File: src/rtl/lane_deskew_collector.sv
// Rx lane collector/deskewer: aligns the active lanes on sync markers, pops them in lockstep and
// presents one wide word, with lane mask, align timeout, dissync counter and soft-reset pulse.
module lane_deskew_collector #(
  parameter int LANES    = 4,
  parameter int UNITW    = 64,
  parameter int TMO_W    = 4,
  parameter int SRST_LEN = 16,
  parameter int DSC_W    = 16
) (
  input  logic                   clk,
  input  logic                   reset_n,
  input  logic                   in_enable,
  input  logic [LANES-1:0]       lane_mask,
  input  logic [TMO_W-1:0]       timeout_limit,
  input  logic                   clear_cnt,
  input  logic [LANES-1:0]       in_block_lock,
  input  logic [LANES-1:0]       in_canpop,
  input  logic [LANES-1:0]       in_issync,
  input  logic [LANES-1:0]       in_dissync,
  input  logic [LANES*UNITW-1:0] in_rxdata,
  input  logic [LANES*LANES-1:0] in_bl_remote,
  input  logic [LANES-1:0]       in_bl_remote_en,
  output logic [LANES-1:0]       out_pop,
  output logic [LANES*UNITW-1:0] out_rxdata,
  output logic                   out_rxdata_valid,
  output logic [LANES-1:0]       out_blocklock,
  output logic                   out_allsync,
  output logic                   lanes_locked,
  output logic                   timeout_flag,
  output logic [DSC_W-1:0]       dissync_counter,
  output logic                   softreset,
  output logic [LANES-1:0]       out_bl_remote,
  output logic                   out_bl_remote_en
);

  localparam int SRST_W = (SRST_LEN > 1) ? $clog2(SRST_LEN) : 1;

  typedef enum logic [1:0] {
    ST_NORMAL = 2'd0,
    ST_ALIGN  = 2'd1
  } state_t;

  state_t             state, state_nxt;
  logic [LANES-1:0]   bl_s1, bl_s2;
  logic [TMO_W-1:0]   tmo_cnt, tmo_nxt;
  logic               tmo_hit;
  logic               lock_nxt;
  logic               valid_in;
  logic [LANES-1:0]   pop;
  logic               srst_req;
  logic [SRST_W-1:0]  srst_cnt;
  logic [LANES-1:0]   rem_sel;

  logic [LANES-1:0] act;
  logic             exist_sync, all_sync, all_canpop, exist_dissync;

  assign act           = bl_s2 & lane_mask;
  assign exist_sync    = |(act & in_issync);
  assign all_sync      = &(~act | in_issync);
  assign all_canpop    = &(~act | in_canpop);
  assign exist_dissync = |(in_dissync & lane_mask);

  assign out_blocklock    = bl_s2;
  assign out_allsync      = all_sync & (act != '0);
  assign out_rxdata       = in_rxdata;
  assign out_pop          = pop;
  assign out_rxdata_valid = valid_in & lanes_locked & in_enable;

  // NOTE: every variable gets a default before any branch so no path leaves it unassigned,
  // which would otherwise infer a latch.
  always_comb begin
    state_nxt = state;
    tmo_nxt   = tmo_cnt;
    tmo_hit   = 1'b0;
    lock_nxt  = lanes_locked;
    valid_in  = 1'b0;
    pop       = '0;
    if (act == '0) begin
      lock_nxt = 1'b0;
    end else begin
      case (state)
        ST_NORMAL: begin
          if (!exist_sync) begin
            if (all_canpop) begin
              pop      = act;
              valid_in = 1'b1;
            end
          end else if (all_sync) begin
            if (all_canpop) begin
              pop      = act;
              lock_nxt = 1'b1;
            end
          end else begin
            state_nxt = ST_ALIGN;
            pop       = act & in_canpop & ~in_issync;
          end
        end
        ST_ALIGN: begin
          if (all_sync && all_canpop) begin
            state_nxt = ST_NORMAL;
            pop       = act;
            lock_nxt  = 1'b1;
            tmo_nxt   = '0;
          end else begin
            // Lanes already showing their marker wait; the others drain up to theirs.
            pop = act & in_canpop & ~in_issync;
            if (timeout_limit != '0 && tmo_cnt == TMO_W'(timeout_limit - 1'b1)) begin
              lock_nxt = 1'b0;
              tmo_hit  = 1'b1;
              tmo_nxt  = '0;
            end else begin
              tmo_nxt = tmo_cnt + TMO_W'(1);
            end
          end
        end
        default: state_nxt = ST_NORMAL;
      endcase
    end
    if (!in_enable) pop = '0;
  end

  // Lowest-index lane with a valid remote slice wins; the last lane is the fallback.
  always_comb begin
    rem_sel = in_bl_remote[(LANES-1)*LANES +: LANES];
    for (int i = LANES - 1; i >= 0; i--) begin
      if (in_bl_remote_en[i]) rem_sel = in_bl_remote[i*LANES +: LANES];
    end
  end

  // NOTE: state registers use non-blocking assignments so all of them sample pre-edge values.
  always_ff @(posedge clk or negedge reset_n) begin
    if (!reset_n) begin
      state            <= ST_NORMAL;
      bl_s1            <= '0;
      bl_s2            <= '0;
      tmo_cnt          <= '0;
      lanes_locked     <= 1'b0;
      timeout_flag     <= 1'b0;
      dissync_counter  <= '0;
      srst_req         <= 1'b0;
      srst_cnt         <= '0;
      softreset        <= 1'b0;
      out_bl_remote    <= '0;
      out_bl_remote_en <= 1'b0;
    end else if (in_enable) begin
      bl_s1   <= in_block_lock;
      bl_s2   <= bl_s1;
      state   <= state_nxt;
      tmo_cnt <= tmo_nxt;

      lanes_locked <= exist_dissync ? 1'b0 : lock_nxt;

      if (tmo_hit)        timeout_flag <= 1'b1;
      else if (clear_cnt) timeout_flag <= 1'b0;

      if (clear_cnt)
        dissync_counter <= '0;
      else if ((exist_dissync || !lock_nxt) && dissync_counter != '1)
        dissync_counter <= dissync_counter + DSC_W'(1);

      // One cycle of request latency, then a fixed-length pulse; dissync during it is ignored.
      if (srst_req) begin
        srst_req  <= 1'b0;
        softreset <= 1'b1;
        srst_cnt  <= SRST_W'(SRST_LEN - 1);
      end else if (softreset) begin
        if (srst_cnt == '0) softreset <= 1'b0;
        else                srst_cnt  <= srst_cnt - SRST_W'(1);
      end else if (exist_dissync) begin
        srst_req <= 1'b1;
      end

      out_bl_remote    <= rem_sel;
      out_bl_remote_en <= |in_bl_remote_en;
    end
  end

endmodule

File: config.mk
export PLATFORM = sky130hd
export DESIGN_NAME = lane_deskew_collector
export DESIGN_NICKNAME = d
export VERILOG_FILES = /design/src/rtl/lane_deskew_collector.sv
export SDC_FILE = /design/constraint.sdc
export NUM_CORES = 1
export LEC_CHECK = 0
export CORE_AREA = 2 2 230 232
export DETAILED_ROUTE_END_ITERATION = 8
export DIE_AREA = 0 0 232 234
export GPL_TIMING_DRIVEN = 0
export PLACE_DENSITY_LB_ADDON = 0.15
export SLEW_MARGIN = 40
export SYNTH_ARGS = -nofsm -noshare
export SYNTH_HDL_FRONTEND = slang
export SYNTH_SLANG_ARGS = --single-unit
File: constraint.sdc
create_clock -name clk -period 6.2 [get_ports clk]
set_input_delay 0.93 -clock clk [delete_from_list [all_inputs] [get_ports clk]]
set_output_delay 0.93 -clock clk [all_outputs]
set_load 0.02 [all_outputs]
After elaboration in Yosys (flattened, before gate mapping):

Cells that the tools add are included.
W data, S select, Z words.

* register bits: 43
* input port bits: 304
* output and inout bits: 290
* word-level logic and storage cells: 104

* add/subtract/negate cells: 4
* eq/ne operators: 7
* multiplexer cells: 45
* bitwise gates (word level): 13
* reductions and logical operators: 23

Operator list (number)
* $mux W4: 14
* $mux W16: 2
* $mux W1: 23
* $and A4 B4 Y4: 5
* $add A16 B1 Y16 const B: 1
* $ne A16 B16 Y1 const B: 1
* $reduce_or A4 Y1: 3
* $logic_not A4 Y1: 2
* $ne A2 B2 Y1 const B: 4
* $not A4 Y4: 2
* $or A4 B4 Y4: 2
* $pmux W4 S2: 1
* $reduce_and A4 Y1: 2
* $reduce_bool A4 Y1: 2
* $sub A4 B1 Y4 const B: 2
* $mux W2: 3
* $reduce_and A3 Y1: 2
* $reduce_bool A2 Y1: 3
* $reduce_and A5 Y1: 1
* $add A4 B1 Y4 const B: 1
* $eq A4 B4 Y1: 1
* $pmux W2 S2: 1
* $reduce_and A2 Y1: 2
* $and A1 B1 Y1: 3
* 7 further kinds: 9

Logic depth before layout (Yosys ltp):

Gate-level depths: netlist (run 1).

* word-level depth: 14
* depth in mapped cells: 10
* depth with buffers taken out: 9

Worst setup path before layout (run 1):

Ideal clock, no wire load.

* path kind: input port to output port
* from: in in_canpop[2]
* to: out out_rxdata_valid
* arrival: 2.186 ns
* data required time: 5.270 ns
* setup slack: 3.084 ns
* stages on the path: 4
* path buffers: 0
* path through: nand3b_1 > o2111a_1 > and3_1 > nor4b_1

* cells in the longest elaborated chain, start to end: 8

Ends and longest elaborated chain
* start, declared: RTL line 17 `input logic [LANES-1:0] in_canpop,`
* $or A4 B4 Y4: RTL line 60 `assign all_canpop = &(~act | in_canpop);`
* $reduce_and A4 Y1: RTL line 60
* $mux W1: RTL line 84 `if (all_canpop) begin`
* $mux W1: RTL line 83 `if (!exist_sync) begin`
* $mux W1: RTL line 81 `case (state)`
* $mux W1: RTL line 78 `if (act == '0) begin`
* $and A1 B1 Y1 (2 in series): RTL line 67 `assign out_rxdata_valid = valid_in & lanes_locked & in_enable;`
* end, declared: RTL line 25 `output logic out_rxdata_valid,`

No other way between the ends.

Worst setup path after layout (run 1):

* from: in lane_mask[0]
* to: out out_pop[1]

* cells in the longest elaborated chain, start to end: 10

Ends and longest elaborated chain
* start, declared: RTL line 13 `input logic [LANES-1:0] lane_mask,`
* $and A4 B4 Y4 *: RTL line 57 `assign act = bl_s2 & lane_mask;`
* $not A4 Y4: RTL line 59, 60
* $or A4 B4 Y4: RTL line 60
* $reduce_and A4 Y1: RTL line 60
* $mux W4: RTL line 84, 89
* $mux W4: RTL line 88 `end else if (all_sync) begin`
* $mux W4: RTL line 83
* $pmux W4 S2: RTL line 81
* $mux W4 *: RTL line 78
* $mux W4 *: RTL line 119 `if (!in_enable) pop = '0;`
* end, declared: RTL line 23 `output logic [LANES-1:0] out_pop,`

Mark *: on every way between the ends. The rest lies on a longest branch, timed or not.

==> flow_metrics.py, run 1 <==
metrics = {
    "cells_and_area": {
        "design_area_sq_mm": 0.008825,
        "area_growth_pct": 100.0,
        "nFillCells": 5799,
        "final_cell_mix": "332 x clkdlybuf4s50_1, 257 x buf_4, 42 x dfrtp_1",
        "stdcell_count": 1565,
        "nets": 1184,
        "seqCellArea_sq_mm": 0.001051,
        "final_common_cell": "clkdlybuf4s50_1",
        "multi_input_area_sq_mm": 0.001334,
        "fin_util_pct": 16.96,
        "final_layout_size_suffix_gt1_share_pct": 32.19,
    },
    "setup_path": {
        "path_depth": 8,
        "cpLargestDelayFamily": "buffers and inverters",
        "crit_path_cell_trace": "clkdlybuf4s50_1, nand2_1, o2111a_1, a21oi_1, nor2_1, a21oi_1, nor3_1, clkdlybuf4s50_1",
        "path_buf_inv": 2,
        "start_kind": "input port",
        "cpPeakStageDelay_ns": 0.67,
        "crit_arrival_ns": 3.44,
        "reg2reg_depth": 8,
        "critPathRequiredTime_ns": 5.27,
        "setup.worst_path.class": "in -> out",
        "cp_max_fo": 7,
        "cp-end-kind": "output pin",
        "cp_slowest_cell": "clkdlybuf4s50_1",
    },
    "floorplan": {
        "die_h_microns": 234,
        "die_w_microns": 232,
        "core_area_sq_mm": 0.05202,
        "dieArea_sq_mm": 0.05429,
        "initial_core_util_pct": 8.480,
        "ioPinCount": 594,
        "num_rows": 84,
    },
    "logic_synthesis": {
        "synthAdderAreaFrac_pct": 1.418,
        "ys_types": 48,
        "netlist.area_leader.share_pct": 43.56,
        "synth_top_family_by_area": "buffers and inverters",
        "yosysTopAreaCell": "buf_4",
        "synthTopCellsByArea": "buf_4 44%, dfrtp_1 24%, a21oi_1 3.5%",
        "synth-simple-area-share_pct": 12.85,
        "avgSynthCellArea_sq_um": 8.262,
        "synth-seq-cells": 42,
        "syn-cell-area_sq_mm": 0.004412,
        "synth-compound-area-share_pct": 9.983,
        "async_flop_share_pct": 100.0,
        "synth_top_flop_cell": "dfrtp_1",
        "synthMuxAreaShare_pct": 3.205,
        "synthXorXnorAreaFrac_pct": 2.779,
        "syn_inst": 534,
        "synthesis.nets": 843,
        "synth_enable_flop_cells": 0,
        "synth.yosys.seq_area_share_pct": 23.82,
        "ys.warnings.count": 0,
    },
    "timing": {
        "finalCritPeriodShare_pct": 70.51,
        "tightestPinTransition_ns": 0.7158,
        "skew_ns": 0.007008,
        "finalSetupTns_ns": 0,
        "final-setup-viol-count": 0,
        "min_period_ns": 4.372,
        "fmax_mhz": 228.7,
        "slew_violations": 0,
        "final.setup.worst_slack_ns": 1.828,
        "relSlewSlack_pct": 52.28,
        "rsz0062_at_grt": "no",
        "finalHoldViolations": 0,
    },
    "placement": {
        "pre_cts_ws_ns": 1.810,
        "dp_hpwl_microns": 19410,
        "dpl.cell_count": 1556,
        "portBuffers": 333,
        "place_area_sq_mm": 0.008623,
        "gp_congestion": 0.6887,
    },
    "min_path": {
        "holdCritPathClass": "in -> async",
    },
    "clock_tree": {
        "hold_buffers": 0,
        "cts.sinks": 42,
        "cts_root_buf": "clkbuf_16",
        "cts_setup_buffers": 0,
        "cts_resized": 0,
        "clock_path_buffers": 2,
        "cts_tree": "done",
        "clk_latency_ns": 0.30,
        "htreeDepth": 2,
        "cts_buffers": 5,
        "cts.clk_slew.worst_paths_ns": 0.07,
    },
    "detailed_routing": {
        "vias_per_cell": 2.904,
        "drtIter0Drc": 119,
        "dr.pass1.iters": 4,
        "drc_errors": 0,
        "wl_microns": 22030,
        "routedWlPerCell_microns": 14.08,
        "dr_total_vias": 4544,
        "ant_nets": 0,
    },
    "pwr": {
        "internal-power_uw": 921.2,
        "power.share.sequential_pct": 25.4,
        "pwr_density_cell_mw_per_mm2": 160.2,
        "combinationalPowerShare_pct": 48.8,
        "power_leakage_nw": 3.676,
        "p_sw_uw": 492.4,
        "power.share.clock_pct": 25.8,
        "p_sw_share_pct": 34.83,
        "ir_drop_uv": 133.9,
    },
    "outcome": {
        "status": "complete, no violations",
    },
    "global_routing": {
        "grt.overflow.total": 0,
        "grt_use_total_pct": 7.319,
        "antenna_found_initial": 2,
        "grt_first_pass_wirelength_microns": 29330,
        "grt_max_degree": 31,
        "grt_pass1_vias": 4454,
    },
    "job": {
        "drv_cap": 0,
    },
}
-- layer usage --
| layer | track usage [%] | part of all wire (%) |
|---|---|---|
| met2 | 13.81 | 54 |
| met3 | 2.505 | 9.7 |
| met5 | 0 | 0.054 |
| met1 | 8.032 | 36 |
| met4 | 1.022 | 0.47 |
-- metrics by stage --
stage	hold slack, ns	power (mW)
after CTS	0.4910	1.445
after floorplan	0.4750	0.7519
final	0.4876	1.414
after global routing	0.4912	1.506
after detailed placement	0.4934	1.064
after global placement	0.4921	1.064
-- cell usage after synthesis, types with 2 or more instances --
master,count
a211o_1,2
a21oi_1,31
a22o_1,2
and2_1,2
and3_1,4
buf_4,256
clkbuf_1,8
dfrtp_1,42
ha_1,5
inv_1,16
mux2_2,9
mux2i_1,4
nand2_1,23
nand3_1,11
nand3b_1,6
nand4_1,7
nor2_1,29
nor3_1,7
nor4_1,4
o2111a_1,2
o211ai_1,2
o21ai_0,7
o21ai_1,5
o22ai_1,3
o31ai_1,4
or3_1,4
or4_1,6
xnor2_1,6
xor2_1,8
-- power by group through the flow --
stage                     logic, mW  clock network, mW  registers, mW
final                         0.690              0.365          0.359
after global routing          0.749              0.392          0.365
after CTS                     0.702              0.384          0.359
after detailed placement      0.700                  0          0.364
after global placement        0.700                  0          0.365
after floorplan               0.384                  0          0.368
-- final cells by class --
cell class | count | area share (%)
Antenna cell | 1 | 0.02836
Buffer | 266 | 22.29
Clock buffer | 6 | 1.574
Clock inverter | 2 | 0.6806
Inverter | 16 | 0.6806
Multi-Input combinational cell | 210 | 15.11
Sequential cell | 42 | 11.91
Tap cell | 688 | 9.755
Timing Repair Buffer | 334 | 37.97
-- cells by family (layout without fill, tap and decap cells) --
family,after synthesis,after routing
buffers and inverters,282,624
adder cells (fa/ha/maj),5,5
multiplexers,13,13
AND/OR/NAND/NOR,111,111
AO/OA/AOI/OAI,67,67
other,0,1
XOR/XNOR,14,14
flip-flops,42,42
-- final timing paths --
check / end / startpoint / slack [ns]
worst min-delay path: lanes_locked / reset_n / 0.49
min in group clk: bl_s1[3] / bl_s1[3] / 0.50
worst min register to register: bl_s1[3] / bl_s1[3] / 0.50
worst max register to register: dissync_counter[7] / tmo_cnt[2] / 3.64
worst max-delay path: out_pop[1] / lane_mask[0] / 1.83
max in group asynchronous: dissync_counter[15] / reset_n / 5.27
-- worst reg2reg max path, stage by stage, from the launching register on --
cell and delay (ns):
dfrtp_1 0.41, xor2_1 0.17, a211o_1 0.27, a2111oi_4 0.50
a221o_2 0.34, a21oi_2 0.13, buf_6 0.17, or3_1 0.34
a21oi_1 0.15
-- sequential cells by signal (all words and copies together) (netlist names) --
signal / count
out_bl_remote: 4
softreset: 1
srst_cnt: 4
out_blocklock: 4
lanes_locked: 1
tmo_cnt: 4
dissync_counter: 16
srst_req: 1
timeout_flag: 1
bl_s1: 4
state: 1
out_bl_remote_en: 1
No activity file was read; power rests on OpenSTA's default activity.
==> run 2: changes to the inputs <==
--- a/config.mk
+++ b/config.mk
@@ -5,9 +5,9 @@
 export SDC_FILE = /design/constraint.sdc
 export NUM_CORES = 1
 export LEC_CHECK = 0
-export CORE_AREA = 2 2 230 232
+export CORE_AREA = 2 2 232 234
 export DETAILED_ROUTE_END_ITERATION = 8
-export DIE_AREA = 0 0 232 234
+export DIE_AREA = 0 0 234 236
 export GPL_TIMING_DRIVEN = 0
 export PLACE_DENSITY_LB_ADDON = 0.15
 export SLEW_MARGIN = 40
==> constraint.sdc (replaced) <==
create_clock -name clk -period 4.55 [get_ports clk]
set_input_delay 0.6825 -clock clk [delete_from_list [all_inputs] [get_ports clk]]
set_output_delay 0.6825 -clock clk [all_outputs]
set_load 0.02 [all_outputs]
==> flow_metrics.py, run 2 (same netlist as run 1, synthesis figures left out) <==
metrics = {
    "outcome": {
        "status": "complete, no violations",
    },
    "timing": {
        "final-setup-viol-count": 0,
        "finalHoldViolations": 0,
        "rsz0062_at_grt": "no",
        "tightestPinTransition_ns": 0.7650,
        "skew_ns": 0.004728,
        "min_period_ns": 3.910,
        "relSlewSlack_pct": 49.00,
        "finalSetupTns_ns": 0,
        "finalCritPeriodShare_pct": 85.94,
        "slew_violations": 0,
        "fmax_mhz": 255.7,
    },
    "setup_path": {
        "cpPeakStageDelay_ns": 0.67,
        "reg2reg_depth": 7,
        "r2r_setup_slack_ns": 1.97,
        "cp_max_fo": 7,
        "start_kind": "input port",
        "crit_path_cell_trace": "clkdlybuf4s50_1, nand3b_1, o2111a_1, a21oi_1, nor2_1, a21oi_1, nor3_1, clkdlybuf4s50_1",
        "rr_startpoint": "tmo_cnt[2]",
        "setup.worst_path.class": "in -> out",
        "critPathRequiredTime_ns": 3.87,
        "crit_arrival_ns": 3.23,
        "rr_endpoint": "dissync_counter[11]",
        "cp_slowest_cell": "clkdlybuf4s50_1",
        "cp-end-kind": "output pin",
    },
    "global_routing": {
        "grt_pass1_vias": 4395,
        "grt_use_total_pct": 7.553,
        "grt_max_degree": 30,
        "grt.overflow.total": 0,
        "antenna_found_initial": 1,
        "grt_first_pass_wirelength_microns": 30210,
    },
    "cells_and_area": {
        "top_register": "dissync_counter",
        "final_cell_mix": "332 x clkdlybuf4s50_1, 257 x buf_4, 42 x dfrtp_1",
        "final_layout_size_suffix_gt1_share_pct": 32.08,
        "final_common_cell": "clkdlybuf4s50_1",
        "stdcell_count": 1572,
        "nets": 1184,
        "largest_register_ffs": 16,
        "area_growth_pct": 99.04,
        "antenna_cells": 0,
    },
    "detailed_routing": {
        "drc_errors": 0,
        "drtIter0Drc": 162,
        "dr.pass1.iters": 4,
        "dr_total_vias": 4564,
        "vias_per_cell": 2.903,
        "routedWlPerCell_microns": 14.28,
        "ant_nets": 0,
        "wl_microns": 22460,
    },
    "clock_tree": {
        "clk_latency_ns": 0.31,
        "hold_buffers": 0,
        "clock_path_buffers": 2,
        "cts_tree": "done",
        "cts_resized": 0,
        "cts_setup_buffers": 0,
        "cts.clk_slew.worst_paths_ns": 0.07,
        "htreeDepth": 2,
        "cts_root_buf": "clkbuf_16",
        "cts_buffers": 5,
        "cts.sinks": 42,
    },
    "floorplan": {
        "die_h_microns": 236,
        "num_rows": 85,
        "core_area_sq_mm": 0.05307,
        "ioPinCount": 594,
        "initial_core_util_pct": 8.313,
        "die_w_microns": 234,
        "dieArea_sq_mm": 0.05522,
    },
    "placement": {
        "dpl.cell_count": 1564,
        "dp_hpwl_microns": 19870,
        "portBuffers": 333,
        "gp_congestion": 0.7253,
    },
    "job": {
        "drv_cap": 0,
    },
    "pwr": {
        "ir_drop_uv": 109.2,
        "power_leakage_nw": 3.653,
        "pwr_density_cell_mw_per_mm2": 207.9,
    },
    "min_path": {
        "holdCritPathClass": "in -> async",
    },
}
-- run 2: changes by cell type in the layout (fill, tap and decap cells not counted) --
| cell | previous run | this run |
|---|---|---|
| bufinv_16 | 2 | 0 |
| clkinv_2 | 0 | 1 |
| diode_2 | 1 | 0 |
| clkbuf_1 | 8 | 9 |
-- run 2: report_power, final --
part / total (mW) / internal (mW) / switching [mW] / leakage, nW
Sequential: 0.490 / 0.427 / 0.0627 / 0.526
Combinational: 0.943 / 0.498 / 0.445 / 3.05
Clock: 0.393 / 0.219 / 0.174 / 0.0739
-- run 2: through the flow --
step / utilization (%) / hold slack (ns) / instance area, sq um / setup WS, ns / total power, mW
floorplan: - / 0.3869 / 4412 / 1.813 / 1.025
detailed placement: 16.27 / 0.4924 / 8633 / 0.5165 / 1.458
global route: 16.55 / 0.2307 / 8781 / 0.3688 / 1.954
CTS: 16.55 / 0.2194 / 8781 / 0.5064 / 1.878
global placement: 16.23 / 0.4888 / 8616 / 0.4555 / 1.460
finish: 16.55 / 0.2278 / 8781 / 0.6397 / 1.826
-- run 2: how the worst max path moves through the flow --
stage          cells after the start            endpoint             start
2_1_floorplan                      9  dissync_counter[9]  timeout_limit[0]
3_3_place_gp                       8          out_pop[2]      lane_mask[1]
3_5_place_dp                       8          out_pop[2]      lane_mask[0]
4_1_cts                            8          out_pop[2]      lane_mask[0]
5_1_grt                            8          out_pop[2]      lane_mask[2]
6_report                           8          out_pop[2]      lane_mask[1]
-- run 2: per-layer routing --
metal,GRT usage [%],part of all wire [%],up-vias
met4,1.956,1.0,2
met1,8.030,36,2074
li1,-,-,2203
met2,14.50,54,276
met5,0,0.058,-
met3,1.922,8.8,9
-- run 2: area by class of cell --
class	instances	area, sq um
inverter	16	60.06
multi-input combinational	210	1334
timing repair buffer	334	3351
clock inverter	1	5.005
buffer	266	1967
clock buffer	7	142.6
sequential	42	1051
fill	5926	44290
tap	696	870.8
-- run 2: worst max-delay path, delay by kind of cell --
| family | cells | cell delay [ns] |
|---|---|---|
| simple gates | 3 | 0.69 |
| buf+inv | 2 | 1.25 |
| compound gates | 3 | 0.60 |
